**config.mk**
```make
export PLATFORM = sky130hd
export DESIGN_NAME = frame_sequencer
export DESIGN_NICKNAME = d
export VERILOG_FILES = /design/src/rtl/frame_sequencer.sv
export SDC_FILE = /design/constraint.sdc
export NUM_CORES = 1
export LEC_CHECK = 0
export ABC_CLOCK_PERIOD_IN_PS = 3400
export CAP_MARGIN = 20
export CORE_ASPECT_RATIO = 1.75
export CORE_MARGIN = 1
export CORE_UTILIZATION = 30
export CTS_BUF_LIST = sky130_fd_sc_hd__clkbuf_16
export DETAILED_ROUTE_END_ITERATION = 8
export GPL_TIMING_DRIVEN = 0
export PLACE_DENSITY = 0.45
export SLEW_MARGIN = 20
export SYNTH_ARGS = -nofsm -noshare
export SYNTH_HDL_FRONTEND = slang
export SYNTH_SLANG_ARGS = --single-unit
```
**constraint.sdc**
```tcl
create_clock -name clk -period 3.4 [get_ports clk]
set_input_delay 0.68 -clock clk [delete_from_list [all_inputs] [get_ports clk]]
set_output_delay 0.68 -clock clk [all_outputs]
set_load 0.02 [all_outputs]
```
**src/rtl/frame_sequencer.sv**
```systemverilog
// Frame sequencer: divides clk into sequencer steps and issues quarter/half-frame
// strobes plus the frame interrupt, restarted by toggle-signalled writes to reg_4017.
module frame_sequencer #(
    parameter int unsigned STEP_DIV = 7457
) (
    input  logic       clk,
    input  logic       rst,
    input  logic [7:0] reg_4017,
    input  logic       reg_change,
    input  logic       irq_ack,
    output logic       enable_240hz,
    output logic       enable_120hz,
    output logic       frame_irq,
    output logic [2:0] step
);

    localparam logic [15:0] TC_VALUE = 16'(STEP_DIV - 1);

    logic        sync0_reg;
    logic        sync1_reg;
    logic        load_reg;
    logic        mode_reg;
    logic        inhibit_reg;
    logic [15:0] prescaler_reg;
    logic [15:0] prescaler_next;
    logic [2:0]  step_reg;
    logic [2:0]  step_next;
    logic        tc;
    logic        last_step;
    logic        quarter_next;
    logic        half_next;
    logic        irq_next;
    logic        unused_bits;

    assign unused_bits = ^reg_4017[5:0];
    assign step        = step_reg;

    // State register
    always_ff @(posedge clk) begin
        if (rst) begin
            // Preload the synchroniser so the first post-reset cycle sees no edge
            sync0_reg     <= reg_change;
            sync1_reg     <= reg_change;
            load_reg      <= 1'b0;
            mode_reg      <= 1'b0;
            inhibit_reg   <= 1'b0;
            prescaler_reg <= '0;
            step_reg      <= '0;
            enable_240hz  <= 1'b0;
            enable_120hz  <= 1'b0;
            frame_irq     <= 1'b0;
        end else begin
            sync0_reg     <= reg_change;
            sync1_reg     <= sync0_reg;
            load_reg      <= (sync1_reg != sync0_reg);
            if (load_reg) begin
                mode_reg    <= reg_4017[7];
                inhibit_reg <= reg_4017[6];
            end
            prescaler_reg <= prescaler_next;
            step_reg      <= step_next;
            enable_240hz  <= quarter_next;
            enable_120hz  <= half_next;
            frame_irq     <= irq_next;
        end
    end

    // Next-state logic: a load restarts the sequence and swallows any coincident TC
    always_comb begin
        tc             = (prescaler_reg == TC_VALUE);
        last_step      = mode_reg ? (step_reg >= 3'd4) : (step_reg >= 3'd3);
        prescaler_next = prescaler_reg + 16'd1;
        step_next      = step_reg;
        if (load_reg) begin
            prescaler_next = '0;
            step_next      = '0;
        end else if (tc) begin
            prescaler_next = '0;
            step_next      = last_step ? 3'd0 : step_reg + 3'd1;
        end
    end

    // Output logic: strobes are decoded from the step that is completing
    always_comb begin
        quarter_next = 1'b0;
        half_next    = 1'b0;
        irq_next     = frame_irq;
        if (load_reg) begin
            quarter_next = reg_4017[7];
            half_next    = reg_4017[7];
            if (reg_4017[6] || irq_ack) begin
                irq_next = 1'b0;
            end
        end else begin
            if (tc) begin
                quarter_next = mode_reg ? (step_reg != 3'd3) : 1'b1;
                half_next    = mode_reg ? (step_reg == 3'd1 || step_reg == 3'd4)
                                        : (step_reg == 3'd1 || step_reg == 3'd3);
            end
            // A set event beats a simultaneous acknowledge
            if (tc && !mode_reg && !inhibit_reg && step_reg == 3'd3) begin
                irq_next = 1'b1;
            end else if (irq_ack) begin
                irq_next = 1'b0;
            end
        end
    end

endmodule

```
; Word level (Yosys, flattened, before mapping)
; Cells that the tools add are included.
[word_totals]
out_inout_bits = 6
ff_bits = 27
[op_classes]
order_cmp = 2
addsub = 2
reduce_logical = 12
n_mux = 13
n_eq_ne = 7
[ops]
columns = cell, n
row1 = "adder 16 x 1 -> 16 bit, second input constant", 1
row2 = "equality test 16 x 13 -> 1 bit, second input constant", 1
row3 = two-way mux 1 bit, 12
row4 = "adder 3 x 1 -> 3 bit, second input constant", 1
row5 = "equality test 3 x 1 -> 1 bit, second input constant", 1
row6 = "equality test 3 x 2 -> 1 bit, second input constant", 1
row7 = "equality test 3 bit, second input constant", 1
row8 = "greater-or-equal comparator 3 x 2 -> 1 bit, second input constant", 1
row9 = "greater-or-equal comparator 3 bit, second input constant", 1
row10 = logical AND 1 bit, 3
row11 = logical OR 1 bit, 3
row12 = two-way mux 3 bit, 1
row13 = "inequality test 3 x 2 -> 1 bit, second input constant", 1
row14 = nonzero test 3 bit, 1
row15 = OR reduction 3 bit, 1
row16 = logical NOT 1 bit, 2
row17 = "inequality test 2 x 1 -> 1 bit, second input constant", 1
row18 = AND reduction 2 bit, 1
row19 = OR reduction 2 bit, 1
row20 = inequality test 1 bit, 1

; Logic depth before layout (Yosys ltp)
[logic_depth]
depth_word = 6
ltp_mapped = 7
depth_no_buf = 6

; Least setup slack after synthesis
; Ideal clock, no wire load.
[synth_timing]
path_kind = register -> register
start = register step_reg[0] (netlist: step[0])
end = register frame_irq
setup_ps = 70
setup_slack_ps = 1746
required_time_ps = 3330
period_less_slack_ps = 1654
n_path_buf = 0
arrival_ps = 1584
stages_incl_launch_ff = 6
path_cell_list = dfxtp_1 > ha_1 > ha_1 > nor2b_1 > or4b_1 > a21oi_1
[synth_between]
elab_chain_cells = 4
[synth_rtl]
columns = element, line
row1 = from (decl), 26  ; logic [2:0] step_reg;
row2 = from (signal assigned), 61  ; step_reg <= step_next;
row3 = equality test 3 x 2 -> 1 bit (*), 101  ; if (tc && !mode_reg && !inhibit_reg && step_reg == 3'd3) begin
row4 = logical AND 1 bit (*), 101
row5 = nonzero test 3 bit (no line) / two-way mux 1 bit (equally long branches), --
row6 = AND reduction 2 bit (no line) / two-way mux 1 bit (equally long branches), --
row7 = to (signal assigned), 64  ; frame_irq <= irq_next;
row8 = to (decl), 13  ; output logic frame_irq,
; Every way passes the cells marked *; elsewhere a longest branch is shown, timed or not.
; A chain may end at the register's enable or synchronous reset.

; Final worst setup path
[layout_timing]
start = register step_reg[0] (netlist: step[0])
end = output step[0]
[layout_lines]
columns = element, line
row1 = to (decl), 14  ; output logic [2:0] step
; No word-level cell between the ends.

==> impl_metrics.env <==
export IMPL_nNetsFinal=166
export IMPL_start_util_pct=31.7
export IMPL_crit_cells=1
export IMPL_synth_top_area_share_pct=43.3
export IMPL_die_y_um=87.3
export IMPL_synthesis_area_um2=1250
export IMPL_power_density_nw_per_um2=425
export IMPL_antenna_found_initial=0
export IMPL_crit_slowest_cell="clkdlybuf4s50_1"
export IMPL_clk_pin_slew_ns=0.07
export IMPL_relSlewSlack_pct=73.9
export IMPL_largest_reg_flops=16
export IMPL_fin_crit_ns=2.03
export IMPL_firstDrtPassIters=2
export IMPL_fin_hold_ws_ns=0.463
export IMPL_cts_root_buf="clkbuf_16"
export IMPL_routed_wl_um=2570
export IMPL_slowest_delay_ns=0.65
export IMPL_yosysSeqAreaShare_pct=43.3
export IMPL_dieArea_um2=4430
export IMPL_ant_nets=0
export IMPL_status="finished, final reports clean"
export IMPL_grt_pass1_vias=978
export IMPL_grt_start_max_net_pins=15
export IMPL_cts_tree="built"
export IMPL_post_route_period_util_pct=59.7
export IMPL_worstPathRequired_ns=2.72
export IMPL_end_kind="output port"
export IMPL_cp_arrival_ns=1.35
export IMPL_worstSetupPathType="register to output port"
export IMPL_ys_seq_elements=27
export IMPL_vias=971
export IMPL_synth_distinct_cells=34
export IMPL_n_fill_cell=418
export IMPL_r2r_slack_ns=1.63
export IMPL_worst_pin_slew_ns=0.390
export IMPL_slew_viol_final=0
export IMPL_synth_fp_nets=151
export IMPL_diodes=0
export IMPL_start_kind="register"
export IMPL_path_max_fanout=7
export IMPL_clkSinkCount=27
export IMPL_clock_fmax_ghz=0.493
export IMPL_regArea_um2=541
export IMPL_detail_route_vias_per_cell=4.98
export IMPL_yosys_top_cells_area="dfxtp_1, ha_1, nor2_1, xnor2_1, a21oi_1"
export IMPL_reg2reg_depth=6
export IMPL_cp_cell_sequence="clkdlybuf4s50_1"
export IMPL_cp_buffers_inverters=1
export IMPL_drive_above_1_share_pct=8.84
export IMPL_post_cts_setup_buffer_count=0
export IMPL_r2r_start="prescaler_reg[0]"
export IMPL_grt_pass1_wl_um=4370
export IMPL_post_route_cell_area_um2=1490
export IMPL_core_area_um2=3940
export IMPL_cap_violations=0
export IMPL_leakage_nw=0.510
export IMPL_hold_viol=0
export IMPL_die_w_um=50.8
export IMPL_postPlaceCellArea_um2=1410
export IMPL_hpwlAfterDp_um=1880
export IMPL_h_tree_depth=1
export IMPL_port_buffers=10
export IMPL_avgSynthCellArea_um2=9.39
export IMPL_drt_iter0_drc=14
export IMPL_insertion_delay_ns=0.26
export IMPL_rsz0062_at_grt="no"
export IMPL_peakVddDrop_v=0.000307
export IMPL_finalSetupViolCount=0
export IMPL_fin_setup_tns_ns=0
export IMPL_place_congestion=0.751
export IMPL_multi_input_area_um2=661
export IMPL_synth_cells=133
export IMPL_grt_overflow=0
export IMPL_synth_area_leader_cell="dfxtp_1"
export IMPL_cts_buffers=3
export IMPL_routedWlPerCell_um=13.2
export IMPL_cts_hold_buf=0
export IMPL_synthToLayoutAreaGrowth_pct=19.1
export IMPL_clk_path_buf_depth=2
export IMPL_critPathCapture="step[0]"
export IMPL_holdPathStages=1
export IMPL_finalClockSkew_ns=0.00226
export IMPL_reg2reg_to="frame_irq"
export IMPL_finish_utilization_pct=37.7
export IMPL_hp_class="register to register"
export IMPL_yosysWarnings=0
export IMPL_drc=0
export IMPL_grtUsageTotal_pct=13.3
export IMPL_path_delay_family="buffers and inverters"
export IMPL_startpoint="step[0]"
export IMPL_cts_resized=0
export IMPL_num_rows=30
export IMPL_ios=18
[synth_stat cells]
master	instances
a32o_1	1
nand3_1	6
or4_1	2
nor3_1	3
a21boi_1	1
clkbuf_1	2
or3_1	2
mux2_2	1
nand3b_1	1
dfxtp_1	27
nand4_1	5
a211o_1	2
nand4_4	1
a31o_2	1
nand2_1	8
xor2_1	5
and4_1	2
nor4b_4	1
buf_6	1
or4b_1	1
xnor2_1	7
ha_1	6
a21oi_1	10
buf_2	2
nor4_4	1
o21ai_0	3
o31ai_1	1
and3_1	2
inv_1	5
nor2b_1	1
nand2b_1	2
and3_2	2
nor3b_1	1
nor2_1	17
[final cells by class]
| cell class | count | area share (%) |
|---|---|---|
| well taps | 48 | 4.04 |
| clock buffers | 3 | 5.05 |
| repair buffers | 10 | 6.73 |
| plain buffers | 5 | 1.93 |
| inverters | 5 | 1.26 |
| clock inverters | 1 | 0.252 |
| flip-flops and latches | 27 | 36.3 |
| multi-input cells | 96 | 44.4 |
[stage by stage]
stage / power (mW) / cells / setup slack (ns)
after floorplan: 0.359 / 133 / 1.75
after global placement: 0.372 / 191 / 1.47
after detailed placement: 0.372 / 191 / 1.45
after CTS: 0.643 / 195 / 1.35
after global routing: 0.665 / 195 / 1.31
final: 0.632 / 195 / 1.37
[kinds of logic after synthesis]
| group | share of synthesized area [%] |
|---|---|
| muxes | 0.902 |
| DFF | 43.3 |
| and+or+nand+nor | 28.3 |
| xor gates and xnor gates | 8.42 |
| adders and majority gates | 6.01 |
| buffers and inverters | 3.81 |
| AOI/OAI and AO/OA | 9.32 |
[where the power goes]
part	total [mW]	leakage [nW]	internal (mW)	switching, mW
Clock	0.267	0.0423	0.158	0.110
Combinational	0.0350	0.248	0.0159	0.0191
Sequential	0.329	0.219	0.324	0.00534
Total	0.632	0.510	0.498	0.134
[worst min-delay path by stage]
stage / start / to / slack (ns)
after detailed placement: prescaler_reg[0] / prescaler_reg[0] / 0.45
after global routing: prescaler_reg[0] / prescaler_reg[0] / 0.50
after floorplan: prescaler_reg[0] / prescaler_reg[0] / 0.43
after CTS: prescaler_reg[0] / prescaler_reg[0] / 0.47
final: prescaler_reg[0] / prescaler_reg[0] / 0.46
after global placement: prescaler_reg[0] / prescaler_reg[0] / 0.44
[cells in the final DEF, fill, tap and decap left out, types with 5 or more instances in the layout]
cell	instances
a21oi_1	10
clkdlybuf4s50_1	10
xnor2_1	7
nor2_1	17
nand4_1	5
dfxtp_1	27
nand3_1	6
nand2_1	8
inv_1	6
xor2_1	5
ha_1	6
[routing by layer]
metal  track usage, %  vias to the layer above  wire (um)
met5                0                        -          0
met3             1.75                        6         58
met2             25.2                       14       1370
met4             9.34                        0         87
li1                 -                      491          -
met1             12.8                      460       1050
No activity file was read; power rests on OpenSTA's default activity.
==> variant: new RTL, same flow settings <==
Register the input `irq_ack` before use, without a reset. The logic sees it one clock later. The other inputs are not delayed to match.
--- a/src/rtl/frame_sequencer.sv
+++ b/src/rtl/frame_sequencer.sv
@@ -15,6 +15,12 @@
 );
 
     localparam logic [15:0] TC_VALUE = 16'(STEP_DIV - 1);
+
+    logic irq_ack_q;
+
+    always_ff @(posedge clk) begin
+        irq_ack_q <= irq_ack;
+    end
 
     logic        sync0_reg;
     logic        sync1_reg;
@@ -88,7 +94,7 @@
         if (load_reg) begin
             quarter_next = reg_4017[7];
             half_next    = reg_4017[7];
-            if (reg_4017[6] || irq_ack) begin
+            if (reg_4017[6] || irq_ack_q) begin
                 irq_next = 1'b0;
             end
         end else begin
@@ -100,7 +106,7 @@
             // A set event beats a simultaneous acknowledge
             if (tc && !mode_reg && !inhibit_reg && step_reg == 3'd3) begin
                 irq_next = 1'b1;
-            end else if (irq_ack) begin
+            end else if (irq_ack_q) begin
                 irq_next = 1'b0;
             end
         end
Behaviour: same outputs for any inputs over 10 cycles, from zero or initial values and one cycle with rst high; that may be too few to reach the edited logic, so the function may still have changed.
==> variant against the unedited design <==
Core utilization is 0.15 points higher; routed wire length is 4.6% lower; fmax is 0.27% lower; worst setup slack worse by 5.5 ps; clock skew hardly changed; power is 2.6% higher; design area is 1.3% higher; synthesized area is 1.6% higher; sequential cell count is 1 higher; critical endpoint unchanged; highest routed layer unchanged.
==> variant: results (changes against the unedited design) <==
Parameter                              Value

Yosys
  Post-Synth Adder-Cell Area ... 0.0592 (-0.000949)
  Sequential cell area fraction in the yosys report ... 0.442 (+0.00895)
  Share of synthesized area spent on multiplexers ... 0.00888 (-0.000142)
  Leading post-synthesis cells by instance count ... dfxtp_1, nor2_1, a21oi_1, nand2_1, xnor2_1
  Number of distinct library cells after synthesis ... 34 (unchanged)
  Post-Synthesis Net Count ... 152 (+0.66%)
  Leading cell types by total area after synthesis ... dfxtp_1, ha_1, nor2_1

Global route
  Fraction of met3 tracks used by global routing ... 0.0174 (-0.0000909)
  Global-route wire length before repair ... 4180 microns (-4.4%)
  All-Layer GR Usage ... 0.123 (-0.0107)
  Global Route met1 Usage ... 0.126 (-0.00173)
  Routing usage on met2 ... 0.221 (-0.0308)

Placement
  Detailed Place HPWL ... 1810 microns (-3.5%)
  Final weighted congestion in routability-driven placement ... 0.760 (+1.2%)
  Area post-placement ... 1430 sq um (+1.4%)
  Placement Setup Slack ... 1440 ps (-13.3 ps)

Clocking
  # resized after CTS ... 0 (unchanged)
  Clock transition time at the flip-flop clock pins of the worst setup and hold paths ... 70 ps (about the same)

Worst setup path
  Slack of the worst reg-to-reg path ... 1620 ps

Cells and area
  Nets ... 167 (+0.60%)
  Share of layout cells above drive strength 1 ... 0.0878 (-0.000598)

STA
  Setup Skew ... 1.88 ps (-0.380 ps)
  Minimum hold slack ... 461 ps (-1.55 ps)

Outcome
  Run status ... finished, final reports clean

Route
  Wire per inst ... 12.5 microns (-5.1%)
  Number of search-and-repair iterations in the first detailed-routing pass ... 4 (+2)
  Ratio of routed vias to standard cells ... 4.96 (-0.31%)

Pwr
  Leakage power figure ... 0.514 nW (+0.92%)
  IR drop worst, VDD ... 0.253 mV (-17%)
[variant: report_power, final]
part	total (W)	leakage (nW)	switching, W	internal, W
combinational	0.0000353	0.248	0.0000193	0.0000160
sequential	0.000342	0.228	0.00000530	0.000336
clock	0.000271	0.0385	0.000114	0.000158
total	0.000648	0.514	0.000138	0.000510
[variant: how the worst max path moves through the flow]
stage,startpoint,endpoint,slack (ps),cells past startpoint
2_1_floorplan,step[0],frame_irq,1750,5
3_3_place_gp,rst,prescaler_reg[12],1450,5
3_5_place_dp,rst,prescaler_reg[5],1440,5
4_1_cts,step[0],step[0],1350,1
5_1_grt,step[0],step[0],1290,1
6_report,step[0],step[0],1370,1
[variant: logic make-up after synthesis]
logic type      after synthesis
buf+inv                      10
xor+xnor                     12
compound gates               19
mux                           1
fa+ha+maj                     6
simple gates                 58
flops                        28
[variant: per-layer routing]
metal  wire [microns]  vias to the layer above
met5                0                        -
met4               93                        0
met3               55                        8
met2             1280                       16
met1             1010                      454
li1                 -                      495
[variant: area by class of cell]
type	instances	area, sq um
buffer	5	28.8
fill	438	2470
tap	48	60.1
timing repair buffer	10	100
clock buffer	3	75.1
inverter	5	18.8
sequential	28	561
multi-input combinational	96	661
clock inverter	1	3.75
[variant: stage by stage]
| step | cells | utilization | total power, W |
|---|---|---|---|
| 3_3_place_gp | 192 | 0.359 | 0.000385 |
| 6_report | 196 | 0.379 | 0.000648 |
| 4_1_cts | 196 | 0.379 | 0.000656 |
| 2_1_floorplan | 134 | - | 0.000372 |
| 3_5_place_dp | 192 | 0.359 | 0.000385 |
| 5_1_grt | 196 | 0.379 | 0.000674 |
